## src/rtl/dm_bus_ctrl.sv

```systemverilog
// Data-memory access controller: turns the CPU's zero-latency load/store into a
// req/ack transaction on a slow external bus, stalling the CPU until it completes.
module dm_bus_ctrl #(
  parameter int unsigned TIMEOUT  = 16,
  parameter logic [31:0] ERR_DATA = 32'hDEADBEEF
) (
  input  logic        clk,
  input  logic        reset,
  input  logic        R,
  input  logic        W,
  input  logic [31:0] Addr,
  input  logic [31:0] W_data,
  output logic [31:0] R_data,
  output logic        stall,
  output logic        err,
  output logic [31:0] err_addr,
  output logic        mem_req,
  output logic        mem_we,
  output logic [31:0] mem_addr,
  output logic [31:0] mem_wdata,
  input  logic [31:0] mem_rdata,
  input  logic        mem_ack
);

  localparam int unsigned DW    = 32;
  localparam int unsigned CNT_W = (TIMEOUT > 2) ? $clog2(TIMEOUT) : 1;
  localparam logic [CNT_W-1:0] CNT_LAST = CNT_W'(TIMEOUT - 1);

  typedef enum logic [1:0] {
    ST_IDLE,
    ST_BUSY,
    ST_DONE
  } state_t;

  state_t           state_q, state_d;
  logic [CNT_W-1:0] cnt_q, cnt_d;
  logic [DW-1:0]    rdata_q, rdata_d;
  logic [DW-1:0]    err_addr_q, err_addr_d;
  logic [DW-1:0]    maddr_q, maddr_d;
  logic [DW-1:0]    mwdata_q, mwdata_d;
  logic             err_q, err_d;
  logic             req_q, req_d;
  logic             we_q, we_d;

  // State and datapath registers
  always_ff @(posedge clk) begin
    if (!reset) begin
      state_q    <= ST_IDLE;
      cnt_q      <= '0;
      rdata_q    <= '0;
      err_addr_q <= '0;
      maddr_q    <= '0;
      mwdata_q   <= '0;
      err_q      <= 1'b0;
      req_q      <= 1'b0;
      we_q       <= 1'b0;
    end else begin
      state_q    <= state_d;
      cnt_q      <= cnt_d;
      rdata_q    <= rdata_d;
      err_addr_q <= err_addr_d;
      maddr_q    <= maddr_d;
      mwdata_q   <= mwdata_d;
      err_q      <= err_d;
      req_q      <= req_d;
      we_q       <= we_d;
    end
  end

  // Next-state and registered-output logic
  always_comb begin
    state_d    = state_q;
    cnt_d      = cnt_q;
    rdata_d    = rdata_q;
    err_addr_d = err_addr_q;
    maddr_d    = maddr_q;
    mwdata_d   = mwdata_q;
    err_d      = 1'b0;
    req_d      = req_q;
    we_d       = we_q;

    case (state_q)
      ST_IDLE: begin
        if (R || W) begin
          if ((R && W) || (Addr[1:0] != 2'b00)) begin
            state_d    = ST_DONE;
            err_d      = 1'b1;
            rdata_d    = ERR_DATA;
            err_addr_d = Addr;
          end else begin
            state_d  = ST_BUSY;
            maddr_d  = Addr;
            mwdata_d = W_data;
            we_d     = W;
            req_d    = 1'b1;
            cnt_d    = '0;
          end
        end
      end
      ST_BUSY: begin
        // An ack on the terminal-count cycle still completes cleanly
        if (mem_ack) begin
          state_d = ST_DONE;
          req_d   = 1'b0;
          we_d    = 1'b0;
          if (!we_q) rdata_d = mem_rdata;
        end else if (cnt_q == CNT_LAST) begin
          state_d    = ST_DONE;
          req_d      = 1'b0;
          we_d       = 1'b0;
          err_d      = 1'b1;
          rdata_d    = ERR_DATA;
          err_addr_d = maddr_q;
        end else begin
          cnt_d = cnt_q + CNT_W'(1);
        end
      end
      ST_DONE: begin
        state_d = ST_IDLE;
      end
      default: begin
        state_d = ST_IDLE;
      end
    endcase
  end

  // DONE drops stall so the CPU commits on that edge; the held request is not re-issued
  assign stall = reset && (((state_q == ST_IDLE) && (R || W)) || (state_q == ST_BUSY));

  assign R_data    = rdata_q;
  assign err       = err_q;
  assign err_addr  = err_addr_q;
  assign mem_req   = req_q;
  assign mem_we    = we_q;
  assign mem_addr  = maddr_q;
  assign mem_wdata = mwdata_q;

endmodule

```

## config.mk

```make
export PLATFORM = sky130hd
export DESIGN_NAME = dm_bus_ctrl
export DESIGN_NICKNAME = d
export VERILOG_FILES = /design/src/rtl/dm_bus_ctrl.sv
export SDC_FILE = /design/constraint.sdc
export NUM_CORES = 1
export LEC_CHECK = 0
export ABC_AREA = 1
export CORE_ASPECT_RATIO = 1.4
export CORE_MARGIN = 3
export CORE_UTILIZATION = 35
export DETAILED_ROUTE_END_ITERATION = 10
export PLACE_DENSITY = 0.68
export SETUP_SLACK_MARGIN = 0.3
export SLEW_MARGIN = 10
export SYNTH_ARGS = -nofsm -noshare
export SYNTH_HDL_FRONTEND = slang
export SYNTH_SLANG_ARGS = --single-unit
```

## constraint.sdc

```tcl
create_clock -name clk -period 1.6 [get_ports clk]
set_clock_uncertainty 0.05 [all_clocks]
set_input_delay 0.4 -clock clk [delete_from_list [all_inputs] [get_ports clk]]
set_output_delay 0.4 -clock clk [all_outputs]
set_load 0.1 [all_outputs]
```

==> results.md <==
* Post-synthesis register bit count at between 100 and 150
* Worst reg-to-reg path cell count at 10
* GR Util All Layers at roughly a quarter
* Post-synth cell types at 20
* Total wire length at 24900 um
* Number of fill cells at slightly above 900
* Worst hold path cell count at 4
* Drt drc at 0
* Gr ovfl total at 0
* RSZ-0062 raised after global routing: true
* Relative slew slack at 78.9%
* Slew @ Worst Pin at 0.313 ns
* Sw Ratio at 38.6%
* Routed vias at between 6000 and 7000
* Worst setup SP type: flop
* Mapped Area at 0.00557 mm^2
* MaxCap Viol Count at 0
* WS Path Type: reg2out
* Drt first pass iters at 5
* Number of synthesis warnings at 0
* Fraction of layout cells with a size suffix above 1 at 45.9%
* DR iter-0 viols at 395
* LEAKAGE at roughly 5 nW
* Via density at 5.24
* Worst-path clk slew at approximately 0.060 ns
* Post-DP HPWL at 13700 um
* HP Class: in2reg
* Nets at approximately 1200
* Setup slack, reg-to-reg at -0.19 ns
* Die Height at roughly 160 um
* I/O pin cnt at about 230
* CTS Root Cell: clkbuf_16
* Clock buffer depth at 2
* Mapped Avg Cell Area at 7.08 um^2
* Reg-to-Reg Start: state_q[0]$_SDFFE_PN0P_
* Net switching power at ~5.1 mW
* # setup viols final at approximately 110
* Hold Vio Cnt, Final at 0
* Most frequent cells in the layout: nor2_1, buf_12, dfxtp_2
* Pre-CTS WS at -0.396 ns
* R2R Path End: mem_wdata[19]$_SDFFE_PN0P_
* Met2 Resource Use GR at 45.1%
* Met3 Resource Use GR at under 10%
* Antenna violations before repair at 3
* Status: finished with violations
* Crit end category: output pin
* DIE AREA at about 0.017 mm^2
* Violated checks: negative setup slack
* Max rail drop VDD at approximately 0.70 mV
* Hold Crit Start: reset
* First-pass GRT wire length at roughly 35000 um
* Commonest non-fill, non-tap cell in the layout: nor2_1
* Post-route clock period utilization at 114%
* Detail Route Antenna Nets at 0
* Vias in the first global route at ~6600
* Total CTS buffers at 17
* Worst endpoint required time at 1.15 ns
* Die width at 113 um
* Worst Hold Path EP: mem_wdata[4]$_SDFFE_PN0P_
* Clk Latency, worst-skew pair at roughly 0.42 ns
* Seq/Total Area, Yosys at between 40 and 50%
* Fin. max-slew vios at 0
* Syn_nets at 888
* # rows at 53
* CTS Sinks at ~140
* Final min period at roughly 1.8 ns
* Gpl congestion at approximately 0.80
* Largest net degree at the start of global routing at 46
* Worst EP arrival at approximately 1.4 ns
* Final cell count without fillers at roughly 1300
* CTS tree: built
* Pwr/cell area at approximately 1100 mW/mm^2
* Placed insts at approximately 1200
* Comb power frac at about 40%
* GR Util met1 at roughly a quarter
* P_int at ~8 mW
* Worst Slack Setup Final at -0.222 ns
* Clock share of power at between 20% and 30%
* Mapped Cells at 786
* Area Overhead vs Synth at 114%
* Port Buffers at roughly 230
* Seq pwr share at between 30% and 40%
* CTS HTree Levels at 4
* CP max FO at 10
* Initial Util at between 30% and 40%
* GRT busiest layer: met2
* Routed WL per cell at ~20 um
* F_max at approximately 550 MHz
* Core ar. at approximately 0.015 mm^2
-- logic make-up after synthesis --
logic type / count (synthesis) / synth area share [%]
compound gates: 150 / 13.5
fa+ha+maj: 1 / 0.225
buf+inv: 94 / 7.19
flops: 137 / 49.3
simple gates: 404 / 29.8
-- critical path, cell delays in order (launching register included) --
cell     delay [ns]
dfxtp_4        0.38
inv_4          0.10
nand2_8        0.10
a21oi_4        0.18
buf_12         0.19
-- cells in the mapped netlist --
cell / n / share of area [%]
a21oi_1: 29 / 2.6
buf_1: 5 / 0.34
buf_2: 25 / 2.2
buf_4: 4 / 0.54
clkbuf_1: 22 / 1.5
clkbuf_2: 1 / 0.090
dfxtp_1: 137 / 49
ha_1: 1 / 0.22
inv_1: 30 / 2.0
inv_2: 7 / 0.47
nand2_1: 110 / 7.4
nand2_2: 1 / 0.11
nand3_1: 7 / 0.63
nand3_2: 1 / 0.18
nand4_1: 35 / 3.9
nor2_1: 221 / 15
nor2_2: 3 / 0.34
nor3_1: 26 / 2.3
o21ai_0: 59 / 5.3
o21ai_1: 62 / 5.6
-- timing repair --
action / in CTS / in global routing
gates cloned: 16 / 7
setup buffers: 15 / 20
endpoints found under the setup margin: 269 / 269
pin swaps: 16 / 33
hold buffers: 0 / 0
resized for setup: 96 / 117
-- layer usage --
| layer | vias to the layer above | routed length (um) |
|---|---|---|
| li1 | 3151 | - |
| met1 | 3159 | 8560 |
| met2 | 294 | 13200 |
| met3 | 93 | 1610 |
| met4 | 0 | 1450 |
| met5 | - | 0 |
-- how the worst max path moves through the flow --
| stage | startpoint | end | slack (ns) | depth (start not counted) |
|---|---|---|---|---|
| global route | state_q[1]$_SDFFE_PN0P_ | stall | -0.26 | 4 |
| floorplan | state_q[1]$_SDFFE_PN0P_ | stall | -0.01 | 4 |
| CTS | state_q[0]$_SDFFE_PN0P_ | stall | -0.22 | 4 |
| detailed placement | W | mem_addr[16]$_SDFFE_PN0P_ | -0.40 | 7 |
| finish | state_q[1]$_SDFFE_PN0P_ | stall | -0.22 | 4 |
| global placement | W | stall | -0.32 | 6 |
-- state kept, by name, summed over array words and instances (netlist names) --
name / cells
R_data: 32
err_addr: 32
mem_addr: 32
mem_wdata: 32
cnt_q: 4
state_q: 2
err: 1
mem_req: 1
mem_we: 1
-- metrics by stage --
stage | util (%) | cell area, um^2 | total power, mW | hold slack [ns] | TNS, ns
after floorplan | - | 5840 | 6.83 | 0.418 | -0.0106
after global placement | 63.9 | 9790 | 8.71 | 0.415 | -36.68
after detailed placement | 63.9 | 9790 | 8.75 | 0.423 | -41.64
after CTS | 73.2 | 11200 | 13.0 | 0.395 | -1.51
after global routing | 77.7 | 11900 | 13.7 | 0.404 | -13.66
final | 77.7 | 11900 | 13.3 | 0.402 | -7.18
-- layout make-up --
| type | count | area, um^2 | area share [%] |
|---|---|---|---|
| Timing Repair Buffer | 320 | 5040 | 42.4 |
| Sequential cell | 137 | 2960 | 24.9 |
| Inverter | 37 | 149 | 1.25 |
| Clock inverter | 14 | 144 | 1.21 |
| Clock buffer | 18 | 439 | 3.69 |
| Multi-Input combinational cell | 556 | 2920 | 24.5 |
| Antenna cell | 3 | 7.51 | 0.0631 |
| Tap cell | 192 | 240 | 2.02 |
-- power by group through the flow --
| stage | Clock [mW] | Sequential (mW) | Combinational, mW |
|---|---|---|---|
| after CTS | 3.94 | 4.10 | 4.98 |
| after global placement | 0 | 4.16 | 4.55 |
| after floorplan | 0 | 6.10 | 0.733 |
| final | 3.93 | 4.10 | 5.29 |
| after global routing | 4.13 | 4.13 | 5.46 |
| after detailed placement | 0 | 4.17 | 4.57 |
Power figures use the tool's default switching activity.
